<file path="src/rtl/dmem_responder.sv">
// Data-memory responder for a single-cycle core: word/byte RAM with
// combinational reads, plus an MMIO window holding a status register,
// an 8-bit transmit FIFO and a free-running cycle counter.
module dmem_responder #(
  parameter int DEPTH_WORDS = 64,
  parameter int FIFO_DEPTH  = 4
) (
  input  logic        clk,
  input  logic        reset,
  input  logic        memwrite,
  input  logic [31:0] aluout,
  input  logic [31:0] writedata,
  input  logic        byte_enable,
  output logic [31:0] readdata,
  output logic [7:0]  out_data,
  output logic        out_valid,
  input  logic        out_ready
);

  localparam int AW = $clog2(DEPTH_WORDS);
  localparam int PW = $clog2(FIFO_DEPTH);
  localparam int CW = PW + 1;

  localparam logic [31:0] A_STATUS = 32'hFFFF_0000;
  localparam logic [31:0] A_TX     = 32'hFFFF_0004;
  localparam logic [31:0] A_CYCLE  = 32'hFFFF_0008;

  logic [31:0]   ram  [DEPTH_WORDS];
  logic [7:0]    fifo [FIFO_DEPTH];
  logic [PW-1:0] rptr, wptr;
  logic [CW-1:0] count;
  logic          ovf;
  logic [31:0]   cyc;

  logic          is_mmio;
  logic [AW-1:0] widx;
  logic [1:0]    lane;
  logic          full, empty;
  logic          push_req, push_acc, pop, ram_we, ovf_clr;
  logic [3:0]    cnt4;
  logic [31:0]   status;
  logic [31:0]   word;

  // Upper bits above the RAM index are ignored, so RAM addresses alias.
  assign is_mmio  = (aluout[31:16] == 16'hFFFF);
  assign widx     = aluout[AW+1:2];
  assign lane     = aluout[1:0];

  assign full     = (count == CW'(FIFO_DEPTH));
  assign empty    = (count == '0);
  assign out_valid = !empty;
  assign out_data  = fifo[rptr];

  // A full FIFO still takes a push when the head leaves in the same cycle.
  assign pop      = out_valid && out_ready;
  assign push_req = memwrite && (aluout == A_TX);
  assign push_acc = push_req && (!full || pop);
  assign ovf_clr  = memwrite && (aluout == A_STATUS);
  assign ram_we   = memwrite && !is_mmio;

  assign cnt4     = 4'(count);
  assign status   = {24'd0, ovf, 1'b0, cnt4, empty, full};

  // Zero-latency load path: RAM word/byte or MMIO register.
  always_comb begin
    word     = ram[widx];
    readdata = '0;
    if (is_mmio) begin
      case (aluout)
        A_STATUS: readdata = status;
        A_CYCLE:  readdata = cyc;
        default:  readdata = '0;
      endcase
    end else if (byte_enable) begin
      readdata = {24'd0, word[{lane, 3'b000} +: 8]};
    end else begin
      readdata = word;
    end
  end

  // RAM, FIFO control, overflow flag and cycle counter; reset wins over stores/pops.
  always_ff @(posedge clk) begin
    if (!reset) begin
      for (int i = 0; i < DEPTH_WORDS; i++) ram[i] <= '0;
      rptr  <= '0;
      wptr  <= '0;
      count <= '0;
      ovf   <= 1'b0;
      cyc   <= '0;
    end else begin
      cyc <= cyc + 32'd1;
      if (ram_we) begin
        if (byte_enable) ram[widx][{lane, 3'b000} +: 8] <= writedata[7:0];
        else             ram[widx] <= writedata;
      end
      if (push_acc) wptr <= wptr + 1'b1;
      if (pop)      rptr <= rptr + 1'b1;
      count <= count + CW'(push_acc) - CW'(pop);
      if (ovf_clr)                    ovf <= 1'b0;
      else if (push_req && !push_acc) ovf <= 1'b1;
    end
  end

  // FIFO storage needs no reset; pointers and count define its contents.
  always_ff @(posedge clk) begin
    if (reset && push_acc) fifo[wptr] <= writedata[7:0];
  end

endmodule

</file>
<file path="config.mk">
export PLATFORM = sky130hd
export DESIGN_NAME = dmem_responder
export DESIGN_NICKNAME = d
export VERILOG_FILES = /design/src/rtl/dmem_responder.sv
export SDC_FILE = /design/constraint.sdc
export NUM_CORES = 2
export LEC_CHECK = 0
export ABC_AREA = 0
export BUFFER_PORTS_ARGS = -buffer_cell sky130_fd_sc_hd__buf_2
export CAP_MARGIN = 40
export CORE_MARGIN = 8
export CORE_UTILIZATION = 50
export CTS_CLUSTER_DIAMETER = 60
export DETAILED_ROUTE_END_ITERATION = 8
export PLACE_DENSITY = 0.66
export SYNTH_ARGS = -nofsm -noshare
export SYNTH_HDL_FRONTEND = slang
export SYNTH_SLANG_ARGS = --single-unit
</file>
<file path="constraint.sdc">
create_clock -name clk -period 5.3 [get_ports clk]
set_input_delay 1.06 -clock clk [delete_from_list [all_inputs] [get_ports clk]]
set_output_delay 1.06 -clock clk [all_outputs]
set_load 0.005 [all_outputs]
</file>
* After elaboration in Yosys (flattened, before gate mapping)
Memory sizes are Yosys's and may differ from the RTL's. A register that Yosys moved wholly into a read port is not among the register bits.
Cells that the tools add are included.
** Storage, ports and cells
- Memories :: 2
- Output and inout port bits :: 41
- Memory bits (writable) :: 2080
- Register bits :: 40
** Cells by class
- Add/sub/neg operators :: 6
- Eq/ne operators :: 5
- Bitwise gates (word level) :: 33
- Mux-type cells :: 51
- Reduce and logical (&&, ||, !) cells :: 15
- Shift operators :: 3
** Memory list
- ram :: words 64, width 32, rd ports 1, clocked after Yosys merged registers in 0, write ports 64, RTL line 28 : logic [31:0] ram [DEPTH_WORDS];
- fifo :: words 4, width 8, rd ports 1, clocked after Yosys merged registers in 1, write ports 1, RTL line 29 : logic [7:0] fifo [FIFO_DEPTH];
** Operators by type and width (count)
- $mux 32 :: 5
- $eq 32x32->1 const B :: 3
- $pmux 32 s2 :: 1
- $mux 1 :: 42
- $add 32x1->32 const B :: 1
- $or 1x1->1 :: 32
- $reduce_or 32->1 :: 1
- $shift 8x7->32 const A :: 1
- $shiftx 32x6->8 :: 1
- $shiftx 8x7->32 :: 1
- $eq 16x16->1 const B :: 1
- $logic_and 1x1->1 :: 7
- $neg 5->7 :: 1
- $mux 6 :: 1
- $add 2x1->2 const B :: 2
- $logic_not 1->1 :: 4
- $mux 2 :: 2
- $add 3x1->3 :: 1
- $eq 3x3->1 const B :: 1
- $logic_not 3->1 :: 1
- $sub 3x1->3 :: 1
- $reduce_or 2->1 :: 1
- $logic_or 1x1->1 :: 1
- $not 1->1 :: 1

* Longest topological paths before layout
- Depth in word-level cells :: 9
- Depth in mapped cells :: 15
- Mapped depth without buffers :: 14

* Least setup slack after synthesis
Ideal clock, no wire load.
- Path kind :: input to output
- Start :: input port aluout[2]
- End :: output port readdata[7]
- Stages :: 12
- Buffers on the path :: 5
- Slack :: 1.038 ns
- Arrival time :: 3.202 ns
- Data required time :: 4.240 ns
- Path through :: buf_6 -> buf_6 -> buf_6 -> buf_6 -> buf_4 -> mux4_2 -> a22oi_1 -> nand3_1 -> o41ai_2 -> o22ai_1 -> nor4_1 -> nor2_1
** On the way
- Longest elaborated chain between the ends :: 4
- Elaborated cells between the ends (all ways) :: 7
- Those cells by class :: 2 x eq/ne; 1 x shift; 3 x mux; 1 x memory
** Ends and longest elaborated chain
- start, declared :: RTL line 11 : input logic [31:0] aluout,
- $mem_v2 64x32
- $shiftx 32x6->8 :: RTL line 75 : readdata = {24'd0, word[{lane, 3'b000} +: 8]};
- $mux 32 :: RTL line 74 : end else if (byte_enable) begin
- $mux 32 (*) :: RTL line 68 : if (is_mmio) begin
- end, declared :: RTL line 14 : output logic [31:0] readdata,
Every way passes the cells marked *; elsewhere a longest branch is shown, timed or not.

* Worst setup path in the final report
- Start :: input port aluout[7]
- End :: output port readdata[7]
The elaborated chain is that of the path after synthesis.

==> metrics <==
Seq/Total Area, Yosys=between 60% and 70%; Synth Instances=between 6,000 and 7,000; CP arrival=roughly 4.4 ns; leakage power=34.2 nW; clk_skew=0.0158 ns; failing checks=negative setup slack; clock buffer depth=3; grt ovf=0; CTS root buffer=clkbuf_16; Crit. Startpoint=aluout[7]; layout cells sized above 1=19.9%; Setup TNS=-0.232 ns; worst-margin pin slew=about 1.0 ns; Synth Area in XOR/XNOR=less than 1%; Vias/cell=about 6.3; Synth top area share=67.1%; Unique masters post-synth=78; detailed placement HPWL=202 mm; DIE AREA=200,000 um^2; mux contribution to synthesized area=between 10% and 20%; Internal Power=roughly 0.029 W; routed via count=61,700; worst-path fanout max=11; Synth area leader=edfxtp_1; fillers=about 14,000; final worst-path cycle share=103%; Setup crit end=readdata[7]; TritonRoute pass-1 iters=9; final hold violation count=0; status=finished, violations left; Crit Path Class=in -> out; Async SR Flop Fraction=0%; RSZ-0062 raised after global routing=no; Skew-Pair Late Insertion Delay=about 0.9 ns; Post-Synthesis Cell Area=approximately 93,000 um^2; DRC=0; Slew HR=a little under a third; vias in the first global route=a little under 60,000; clock network power share=between 30 and 40%; Initial Utilization=about half; Clock transition at path regs=roughly 0.060 ns; Post-Synth Simple-Gate Area=~13%; core area=roughly 190,000 um^2; row cnt=roughly 160; RR Startpoint=cyc[2]; Fmax=183 MHz; Final WS setup=-0.156 ns; IO buf count=around 110; number of synthesized flops with an enable pin=about 2,100; Final setup viols=3; drt initial violations=just over 9,000; worst-case reg-to-reg path depth=7; Seq cells post-synth=~2,100; Hold-fix buffers, CTS=0; DRT antenna net count=0; Final min period=between 5 and 6 ns; clk sinks=2,122; Detailed Route WL=between 200 and 300 mm; Synth area leaders=edfxtp_1 67%, mux4_2 12%, nor2_1 9.1%; Combinational Power Share=a little under a tenth; post-synthesis compound-gate area fraction=under 10%; CTS Buf Count=210; Hold Slack=between 0.4 and 0.5 ns; Max VDD drop=between 300 and 400 uV; CTS tree=built; Die Y=roughly 450 um; initial antenna violation count=20; total setup buffers inserted after CTS=0; Die X=approximately 450 um; Power Dens Cells=between 300 and 400 nW/um^2; NetSw=slightly below 0.009 W; power share of the sequential group=about half; adder-cell share of the synthesized area=0.169%; R2R Path End=cyc[29]; NumNets Final=about 7,000; largest family of logic cells by synthesized area=simple AND/OR/NAND/NOR gates; r2r setup slk=between 2 and 3 ns; max-slew violations=0; crit path capture type=output pin; syn_nets=6,816; largest net degree at the start of global routing=between 100 and 150; critical path startpoint category=input pin; post-DR wirelength/cell=between 30 and 40 um; Max-cap violations=0; H-tree lvl count=4; GR Util All Layers=a little under 30%; hold crit path type=reg -> reg; P&R area growth vs syn=13.5%; Final GP Congestion=roughly 1; Avg Cell Area, Syn=13.8 um^2; first-pass GRT wire length=421 mm; I/O pin count=110; Worst EP required=4.24 ns; Sw Ratio=23.7%; Syn. warnings=0; most common flop cell mapped by yosys=edfxtp_1
[power by group through the flow]
stage | Sequential (W) | Combinational, W | Clock [W]
final | 0.0195 | 0.00342 | 0.0147
after global routing | 0.0196 | 0.00351 | 0.0153
after CTS | 0.0195 | 0.00334 | 0.0147
after detailed placement | 0.0198 | 0.00330 | 0
after global placement | 0.0198 | 0.00328 | 0
after floorplan | 0.0197 | 0.00191 | 0
[stage by stage]
stage	setup WS (ns)	cells	power, W	area, um^2	utilization [%]
detailed placement	-0.294	9295	0.0231	98700	53.3
floorplan	1.04	6735	0.0216	93100	-
global route	0.000749	9695	0.0384	106000	57.0
finish	-0.156	9716	0.0376	106000	57.1
CTS	0.00647	9685	0.0375	106000	57.0
global placement	-0.304	9285	0.0231	98600	53.2
[cells in the mapped netlist (13+ instances only)]
cell / n
a21oi_1: 52
buf_1: 13
buf_6: 32
or4_1: 13
nor2b_1: 13
nand3_1: 41
o22ai_1: 105
inv_1: 14
and2_1: 33
nand4_1: 15
mux2_2: 34
nor4_1: 24
buf_2: 173
dfxtp_1: 42
a21oi_4: 20
o21ai_0: 49
buf_4: 49
edfxtp_1: 2080
a22oi_1: 59
mux4_2: 482
a211oi_1: 13
nor2_1: 2246
xnor2_1: 21
clkbuf_1: 196
a2111oi_0: 15
and3_1: 42
nand2_1: 623
nor3_1: 36
mux2i_1: 32
[how the worst min path moves through the flow]
stage	start	end	slack [ns]	cells after the start
finish	cyc[0]	cyc[0]	0.49	1
global route	cyc[0]	cyc[0]	0.51	1
CTS	memwrite	ovf	0.48	4
detailed placement	cyc[0]	cyc[0]	0.47	1
global placement	cyc[0]	cyc[0]	0.46	1
floorplan	cyc[0]	cyc[0]	0.44	1
[repair_timing]
| item | 4_1_cts | 5_1_grt |
|---|---|---|
| cloned | 2 | 2 |
| setup endpoints to repair | 5 | 6 |
| resized for setup | 19 | 10 |
| pin swaps | 0 | 1 |
[sequential cells by signal, indices dropped and copies added, names as in the netlist, named ones only]
name and cells:
rptr 2, ovf 1, cyc 32, fifo 32
wptr 2, count 3, ram 2048
[logic make-up after synthesis]
logic type	Yosys count
mux	548
xor+xnor	29
fa+ha+maj	12
compound gates	398
buf+inv	486
simple gates	3140
flops	2122
[layout by cell type, fill, tap and decap left out, drive strengths merged, types with 42 or more instances in the layout]
cell type / instances
a21oi: 76
edfxtp: 2080
o21ai: 52
buf: 552
nand2: 623
dfxtp: 42
and3: 42
clkinv: 102
nor2: 2246
mux4: 482
clkbuf: 266
a22oi: 59
o22ai: 105
[critical path: stages]
cell and delay [ns]:
buf_2 0.23, buf_4 0.18, buf_4 0.20, clkinv_1 0.34, nand2_1 0.75, buf_4 0.25
a21oi_1 0.04, nand3_1 0.10, o41ai_2 0.13, o22ai_1 0.38, nor4_1 0.13, nor2_2 0.31
buf_4 0.18, buf_2 0.10
[layer usage]
metal	GRT usage, %	vias to the layer above	wire, um
met2	42.4	4397	131000
li1	-	25300	-
met3	8.67	754	39100
met4	16.6	6	20400
met1	38.8	31200	106000
met5	0.385	-	143
[area by class of cell]
class                   count  area (um^2)  share of cell area (%)
inverters                  18         67.6                  0.0639
clock buffers             264         5590                    5.28
diodes                     25         62.6                  0.0592
clock inverters           124         1090                    1.03
repair buffers            556         4970                    4.70
well taps                2480         3100                    2.94
flip-flops and latches   2122        63300                    59.9
multi-input cells        4127        27500                    26.0
No activity file was read; power rests on OpenSTA's default activity.
